**src/rtl/ps2_mouse_tracker_if.sv**
```systemverilog
// Byte-stream input and decoded mouse-state outputs of the PS/2 mouse tracker.
interface ps2_mouse_tracker_if;
    logic [7:0]  rx_data;
    logic        rx_valid;
    logic [11:0] mouse_xpos;
    logic [11:0] mouse_ypos;
    logic        mouse_left;
    logic        mouse_right;
    logic        pkt_valid;
    logic        sync_err;

    modport master (
        output rx_data, rx_valid,
        input  mouse_xpos, mouse_ypos, mouse_left, mouse_right, pkt_valid, sync_err
    );

    modport slave (
        input  rx_data, rx_valid,
        output mouse_xpos, mouse_ypos, mouse_left, mouse_right, pkt_valid, sync_err
    );
endinterface

```
**src/rtl/ps2_mouse_tracker.sv**
```systemverilog
// Assembles 3-byte PS/2 mouse packets into a clamped cursor position and button state.
// Optional inter-byte timeout abort is enabled with `define MOUSE_TIMEOUT_EN.
module ps2_mouse_tracker #(
    parameter int unsigned XMAX           = 799,
    parameter int unsigned YMAX           = 599,
    parameter int unsigned XINIT          = 400,
    parameter int unsigned YINIT          = 300,
    parameter int unsigned TIMEOUT_CYCLES = 2000000
) (
    input logic                clk,
    input logic                rst,
    ps2_mouse_tracker_if.slave bus
);

    typedef enum logic [1:0] {StB0, StB1, StB2} state_e;

    localparam logic signed [12:0] XMaxS = 13'(XMAX);
    localparam logic signed [12:0] YMaxS = 13'(YMAX);

    state_e      state_q, state_d;
    logic [7:0]  status_q, status_d;
    logic [7:0]  dx_q, dx_d;
    logic [11:0] xpos_q, xpos_d;
    logic [11:0] ypos_q, ypos_d;
    logic        left_q, left_d;
    logic        right_q, right_d;
    logic        pkt_q, pkt_d;
    logic        err_q, err_d;
    logic        timeout;

    logic        [8:0]  dx9, dy9;
    logic signed [12:0] x_sum, y_sum;
    logic        [11:0] x_clamp, y_clamp;

    // Overflowed axes contribute no motion; dy comes straight from the byte being accepted.
    assign dx9   = status_q[6] ? 9'd0 : {status_q[4], dx_q};
    assign dy9   = status_q[7] ? 9'd0 : {status_q[5], bus.rx_data};
    assign x_sum = $signed({1'b0, xpos_q}) + $signed({{4{dx9[8]}}, dx9});
    assign y_sum = $signed({1'b0, ypos_q}) - $signed({{4{dy9[8]}}, dy9});

    always_comb begin
        x_clamp = x_sum[11:0];
        if (x_sum < 0) begin
            x_clamp = '0;
        end else if (x_sum > XMaxS) begin
            x_clamp = XMaxS[11:0];
        end
        y_clamp = y_sum[11:0];
        if (y_sum < 0) begin
            y_clamp = '0;
        end else if (y_sum > YMaxS) begin
            y_clamp = YMaxS[11:0];
        end
    end

`ifdef MOUSE_TIMEOUT_EN
    localparam int unsigned CntW = $clog2(TIMEOUT_CYCLES + 1);

    logic [CntW-1:0] cnt_q, cnt_d;

    // A byte arriving on the limit cycle wins over the abort.
    assign timeout = (state_q != StB0) && !bus.rx_valid && (cnt_q == CntW'(TIMEOUT_CYCLES));

    always_comb begin
        cnt_d = cnt_q + 1'b1;
        if (state_q == StB0 || bus.rx_valid || timeout) begin
            cnt_d = '0;
        end
    end

    always_ff @(posedge clk) begin
        if (rst) begin
            cnt_q <= '0;
        end else begin
            cnt_q <= cnt_d;
        end
    end
`else
    assign timeout = 1'b0;
`endif

    always_comb begin
        state_d  = state_q;
        status_d = status_q;
        dx_d     = dx_q;
        xpos_d   = xpos_q;
        ypos_d   = ypos_q;
        left_d   = left_q;
        right_d  = right_q;
        pkt_d    = 1'b0;
        err_d    = 1'b0;
        case (state_q)
            StB0: begin
                if (bus.rx_valid) begin
                    if (bus.rx_data[3]) begin
                        status_d = bus.rx_data;
                        state_d  = StB1;
                    end else begin
                        err_d = 1'b1;
                    end
                end
            end
            StB1: begin
                if (bus.rx_valid) begin
                    dx_d    = bus.rx_data;
                    state_d = StB2;
                end else if (timeout) begin
                    state_d = StB0;
                    err_d   = 1'b1;
                end
            end
            StB2: begin
                if (bus.rx_valid) begin
                    state_d = StB0;
                    xpos_d  = x_clamp;
                    ypos_d  = y_clamp;
                    left_d  = status_q[0];
                    right_d = status_q[1];
                    pkt_d   = 1'b1;
                end else if (timeout) begin
                    state_d = StB0;
                    err_d   = 1'b1;
                end
            end
            default: state_d = StB0;
        endcase
    end

    always_ff @(posedge clk) begin
        if (rst) begin
            state_q  <= StB0;
            status_q <= '0;
            dx_q     <= '0;
            xpos_q   <= 12'(XINIT);
            ypos_q   <= 12'(YINIT);
            left_q   <= 1'b0;
            right_q  <= 1'b0;
            pkt_q    <= 1'b0;
            err_q    <= 1'b0;
        end else begin
            state_q  <= state_d;
            status_q <= status_d;
            dx_q     <= dx_d;
            xpos_q   <= xpos_d;
            ypos_q   <= ypos_d;
            left_q   <= left_d;
            right_q  <= right_d;
            pkt_q    <= pkt_d;
            err_q    <= err_d;
        end
    end

    assign bus.mouse_xpos  = xpos_q;
    assign bus.mouse_ypos  = ypos_q;
    assign bus.mouse_left  = left_q;
    assign bus.mouse_right = right_q;
    assign bus.pkt_valid   = pkt_q;
    assign bus.sync_err    = err_q;

endmodule

```
**src/flat_wrapper.sv**
```systemverilog
// flat-port wrapper written by rule: the top's interface ports become plain ports
module ps2_mouse_tracker_flat 
#(
    parameter int unsigned XMAX           = 799,
    parameter int unsigned YMAX           = 599,
    parameter int unsigned XINIT          = 400,
    parameter int unsigned YINIT          = 300,
    parameter int unsigned TIMEOUT_CYCLES = 2000000
)
  (clk, rst, bus_rx_data, bus_rx_valid, bus_mouse_xpos, bus_mouse_ypos, bus_mouse_left, bus_mouse_right, bus_pkt_valid, bus_sync_err);
  ps2_mouse_tracker_if bus_i ();
  input logic clk;
  input logic rst;
  input wire logic [$bits(bus_i.rx_data)-1:0] bus_rx_data;
  input wire logic [$bits(bus_i.rx_valid)-1:0] bus_rx_valid;
  output wire logic [$bits(bus_i.mouse_xpos)-1:0] bus_mouse_xpos;
  output wire logic [$bits(bus_i.mouse_ypos)-1:0] bus_mouse_ypos;
  output wire logic [$bits(bus_i.mouse_left)-1:0] bus_mouse_left;
  output wire logic [$bits(bus_i.mouse_right)-1:0] bus_mouse_right;
  output wire logic [$bits(bus_i.pkt_valid)-1:0] bus_pkt_valid;
  output wire logic [$bits(bus_i.sync_err)-1:0] bus_sync_err;
  assign bus_i.rx_data = bus_rx_data;
  assign bus_i.rx_valid = bus_rx_valid;
  assign bus_mouse_xpos = bus_i.mouse_xpos;
  assign bus_mouse_ypos = bus_i.mouse_ypos;
  assign bus_mouse_left = bus_i.mouse_left;
  assign bus_mouse_right = bus_i.mouse_right;
  assign bus_pkt_valid = bus_i.pkt_valid;
  assign bus_sync_err = bus_i.sync_err;
  ps2_mouse_tracker #(.XMAX(XMAX), .YMAX(YMAX), .XINIT(XINIT), .YINIT(YINIT), .TIMEOUT_CYCLES(TIMEOUT_CYCLES)) u_core (.clk(clk), .rst(rst), .bus(bus_i));
endmodule
```
**config.mk**
```make
export PLATFORM = sky130hd
export DESIGN_NAME = ps2_mouse_tracker_flat
export DESIGN_NICKNAME = d
export VERILOG_FILES = /design/src/rtl/ps2_mouse_tracker_if.sv /design/src/rtl/ps2_mouse_tracker.sv /design/src/flat_wrapper.sv
export SDC_FILE = /design/constraint.sdc
export NUM_CORES = 1
export LEC_CHECK = 0
export CORE_MARGIN = 3
export CORE_UTILIZATION = 47
export CTS_BUF_LIST = sky130_fd_sc_hd__clkbuf_8
export CTS_CLUSTER_DIAMETER = 30
export DETAILED_ROUTE_END_ITERATION = 12
export PLACE_DENSITY = 0.72
export SLEW_MARGIN = 0
export SYNTH_ARGS = -nofsm -noshare
export SYNTH_HDL_FRONTEND = slang
export SYNTH_SLANG_ARGS = --single-unit
```
**constraint.sdc**
```tcl
create_clock -name clk -period 9.7 [get_ports clk]
set_input_delay 1.94 -clock clk [delete_from_list [all_inputs] [get_ports clk]]
set_output_delay 1.94 -clock clk [all_outputs]
set_load 0.02 [all_outputs]
```
# Word-level counts from Yosys, hierarchy flattened
# Cells that the tools add are included.
dict set report op_classes {
  add_sub_neg 2
  mul 0
  div 0
  order_cmp 4
  n_eq_ne 6
  shift 0
  muxes 13
  bitwise_logic 3
  reduce_logical 7
}
# op count
set ops {}
lappend ops {{$mux 12} 4}
lappend ops {{$gt 13x11->1 const B} 2}
lappend ops {{$lt 13x1->1 const B} 2}
lappend ops {{$mux 9} 2}
lappend ops {{$add 13x9->13} 1}
lappend ops {{$sub 13x9->13} 1}
lappend ops {{$mux 2} 4}
lappend ops {{$ne 2x2->1 const B} 4}
lappend ops {{$pmux 2 s3} 1}
lappend ops {{$reduce_and 2->1} 2}
lappend ops {{$reduce_and 4->1} 1}
lappend ops {{$not 1->1} 3}
lappend ops {{$reduce_and 3->1} 1}
lappend ops {{$reduce_or 3->1} 1}
lappend ops {{$eq 2x1->1 const B} 1}
lappend ops {{$eq 2x2->1 const B} 1}
lappend ops {{$logic_not 2->1} 1}
lappend ops {{$mux 1} 2}
lappend ops {{$reduce_or 2->1} 1}
dict set report word_totals {
  reg_bits 46
  latch_bits 0
  ramBits 0
  mem_bits_ro 0
  in_bits 11
  output_inout_bits 28
  wordCells 44
  mem_count 0
}

# Logic depth before layout (Yosys ltp)
dict set report logic_depth {
  word_depth 5
  mapped_depth 13
  depth_no_buf 12
}

# Worst setup path before layout
# OpenSTA, ideal clock, no wires.
dict set report synth_timing {
  path_type {input to register}
  start {input port bus_rx_data[0]}
  end {register u_core.ypos_q[0] (netlist: u_core.bus.mouse_ypos[0])}
  setup_ns 0.131
  arrival_time_ns 4.332
  t_required_ns 9.569
  slack_ns 5.238
  cell_stages 11
  path_buffers 0
  path_cell_list {nor2b_1 -> ha_1 -> fa_1 -> nor2b_4 -> o2111a_1 -> or4_4 -> a21o_1 -> o41ai_4 -> mux2i_1 -> a31o_1 -> a21oi_2}
}
dict set report synth_via {
  elab_chain_len 5
  word_cells_on_any_way 6
  cone_classes {add/sub: 1; order compare: 2; mux: 3}
}
# element line
set synth_rtl {}
lappend synth_rtl {{start, declared} flat_wrapper.sv:14} ;# input wire logic [$bits(bus_i.rx_data)-1:0] bus_rx_data;
lappend synth_rtl {{$mux 9 *} ps2_mouse_tracker.sv:37} ;# assign dy9 = status_q[7] ? 9'd0 : {status_q[5], bus.rx_data};
lappend synth_rtl {{$sub 13x9->13 *} ps2_mouse_tracker.sv:39} ;# assign y_sum = $signed({1'b0, ypos_q}) - $signed({{4{dy9[8]}}, dy9});
lappend synth_rtl {{$gt 13x11->1} ps2_mouse_tracker.sv:51} ;# end else if (y_sum > YMaxS) begin
lappend synth_rtl {{$mux 12} ps2_mouse_tracker.sv:51}
lappend synth_rtl {{$mux 12 *} ps2_mouse_tracker.sv:49} ;# if (y_sum < 0) begin
lappend synth_rtl {{end signal, assigned} ps2_mouse_tracker.sv:135} ;# ypos_q <= 12'(YINIT);
lappend synth_rtl {{end signal, assigned} ps2_mouse_tracker.sv:145} ;# ypos_q <= ypos_d;
lappend synth_rtl {{end, declared} ps2_mouse_tracker.sv:24} ;# logic [11:0] ypos_q, ypos_d;
# Every way passes the cells marked *; elsewhere a longest branch is shown, timed or not.
# A chain may end at the register's enable or synchronous reset.

# Final worst setup path
# Same ends and word-level chain as after synthesis.

==> metrics <==
total leakage power=0.001414 uW; WL met2=3050 microns; share of post-route cells with drive strength above 1=under 10%; final setup margin=4.681 ns; CTS root buf=clkbuf_8; FFs w/ async S/R, synth=0%; vias in the first global route=2,481; Setup TNS=0 ns; total gr overflow=0; CP startpoint kind=input pin; Hold Crit Start=u_core.state_q[1]; Final Setup Violations=0; vias per cell=between 5 and 6; Avg Inst Size Synth=between 8 and 9 sq um; core area=a little over 0.006 sq mm; die area=0.007373 sq mm; clk_lat worst skew=slightly above 0.3 ns; mux cell area share after synthesis=around 7.1%; drt wl/cell=~15 microns; clock transition at the registers of the reported paths=0.09 ns; WL met3=around 240 microns; Slew @ Worst Pin=0.7104 ns; Max-slew headroom=between 50 and 60%; Hold Path End=u_core.state_q[0]; post-layout minimum cycle time=around 5 ns; first-pass GRT wire length=about 12,000 microns; Critical Path Fanout Max=8; hpwl dp=4946 microns; EDFF count, synth=0; Distinct cells, synth=62; largest family of logic cells by synthesized area=compound AO/OA/AOI/OAI gates; Cell Area, Synth=approximately 0.0030 sq mm; Die Y=approximately 86 microns; maximum number of pins on one net before global-route repair=between 40 and 50; Simple-Gate Fraction of Synth Area=approximately 22%; CTS tree=built; final clock skew=0.006207 ns; number of routed nets with antenna violations=0; complex-gate fraction of the synthesized area=about a quarter; maximum VDD drop=about 0.11 mV; total power density per cell area=~110 mW/mm^2; RSZ-0062 raised after global routing=false; Synth Area in Adders=between 10 and 15%; FP Rows=28; Post-Syn Nets=380; IO Pins=39; initial antenna violation count=0; Worst EP required=around 9.9 ns; pre-CTS setup slack=4.376 ns; H-tree depth=2; Post-Synth XOR/XNOR Area=4.090%; class of the worst hold path=register to register; status=finished, final reports clean; CTS Buffer Depth=2; GP Congestion=between 0.8 and 0.9; initial drt markers=100; Top Metal Used=met4; Synth Warn #=0; CTS buffer count=5; Initial Util=around half; FF-to-FF path depth=12; Pre-Repair DR Iteration Count=4; worst r2r dst=u_core.bus.mouse_xpos[4]; sequential area share after synthesis=about 29%; Post-Layout Inst Area=0.003533 sq mm; Final Max Slew Viols=0; worst reg2reg setup slack=around 6.3 ns; Die Span X=85.87 microns; flops & latches, synth=44; Layout area overhead=17.86%; FMAX=around 0.2 GHz; vias=between 2k and 3k; Hold WS=around 0.5 ns; total track usage=19.12%; CTS sink cnt=44; max cap viols=0; predominant post-synthesis flop cell=dfxtp_1; ANT cells=0; CP endpoint kind=register; post-synthesis cell count=~350; IO buf count=38; Hold Violations, Final=0; hold depth=1; Post-DP Area=approximately 0.0034 sq mm; routed length on met1=between 3000 and 4000 microns; worst endpoint data arrival time=approximately 5.2 ns; Final period util=around 52%; Residual DRC=0; RR Startpoint=u_core.status_q[6]; final net count=a little over 400; setup bufs post-CTS=0; post-CTS sizing=0; CTS hold repair buffers=0; Worst Setup Path Type=input pin to register; Routed WL=6771 microns
==> state kept, by name (all words and copies together), names as in the netlist <==
name and cells:
u_core.status_q 6, u_core.bus.pkt_valid 1, u_core.state_q 2, u_core.bus.mouse_right 1, u_core.bus.sync_err 1, u_core.bus.mouse_ypos 12
u_core.bus.mouse_left 1, u_core.dx_q 8, u_core.bus.mouse_xpos 12
==> report_power, final <==
group | switching (uW) | total (uW) | leakage, uW | internal, uW
Sequential | 3.39 | 188 | 0.000356 | 184
Combinational | 47.3 | 83.7 | 0.00102 | 36.4
Clock | 71.0 | 122 | 0.0000404 | 51.1
Total | 122 | 393 | 0.00141 | 272
==> cell usage in the layout (no fill, tap or decap), types with 3 or more instances in the layout <==
cell type,instances
a311oi_1,3
nand2_1,22
mux2i_1,19
and3_1,3
ha_1,21
a31o_2,3
nor2b_1,12
nand2b_1,15
clkbuf_8,5
o21ai_0,9
nand3_1,9
inv_1,10
o31ai_1,6
nor3b_1,3
xor2_1,8
a21oi_1,21
clkdlybuf4s50_1,38
a21o_1,6
buf_4,3
a211oi_1,3
nand3b_1,3
nor2_1,35
o21a_1,5
nor3_1,8
a41o_1,4
dfxtp_1,44
a31o_1,4
xnor2_1,6
and2_1,7
==> worst max-delay path, cell delays in order <==
cell             delay [ns]
clkdlybuf4s50_1        0.50
nor2b_1                0.15
ha_1                   0.19
fa_1                   0.26
nor2b_4                0.06
o2111a_1               0.26
or4_4                  0.47
a21o_1                 0.22
o41ai_4                0.25
mux2i_1                0.66
a31o_1                 0.20
a21oi_2                0.05
==> per-stage QoR <==
step	power, uW	utilization (%)	instances
global placement	273.3	56.77	448
floorplan	253.7	-	346
global route	415.5	58.30	456
detailed placement	274.7	56.77	448
CTS	396.4	58.30	456
finish	393.5	58.30	456
==> cell families after synthesis <==
family                     count (synthesis)
AOI/OAI and AO/OA                         92
adders and majority gates                 23
buffers and inverters                     24
xor gates and xnor gates                  14
muxes                                     21
DFF                                       44
and+or+nand+nor                          128
==> metal layers <==
metal / up-vias / GRT usage, %
met5: - / 0
li1: 1323 / -
met2: 50 / 29.92
met3: 8 / 3.746
met4: 0 / 5.324
met1: 1214 / 26.73
==> Yosys cell counts (8+ instances only) <==
master	count	share of area, %
dfxtp_1	44	29
nor2_1	35	4.4
nand2_1	22	2.8
a21oi_1	21	3.5
ha_1	21	8.8
mux2i_1	19	6.3
nand2b_1	15	3.1
nor2b_1	12	2.5
clkbuf_1	11	1.4
inv_1	10	1.3
nand3_1	9	1.5
o21ai_0	9	1.5
nor3_1	8	1.3
xor2_1	8	2.3
==> area by class of cell <==
cell class                 instances  area (sq um)
clock inverter                     3         23.77
inverter                          10         37.54
timing repair buffer              41         402.9
sequential                        44         880.8
tap                               75         93.84
multi-input combinational        278          2026
fill                             580          2527
clock buffer                       5         68.82
==> how the worst max path moves through the flow <==
stage / startpoint / end / slack, ns / cells past startpoint
global placement: bus_rx_data[0] / u_core.bus.mouse_ypos[0] / 4.45 / 12
detailed placement: bus_rx_data[0] / u_core.bus.mouse_ypos[6] / 4.38 / 12
finish: bus_rx_data[0] / u_core.bus.mouse_ypos[0] / 4.68 / 12
CTS: bus_rx_data[0] / u_core.bus.mouse_ypos[6] / 4.69 / 12
global route: bus_rx_data[0] / u_core.bus.mouse_ypos[4] / 4.47 / 12
floorplan: bus_rx_data[0] / u_core.bus.mouse_ypos[0] / 5.24 / 11
Power figures use the tool's default switching activity.
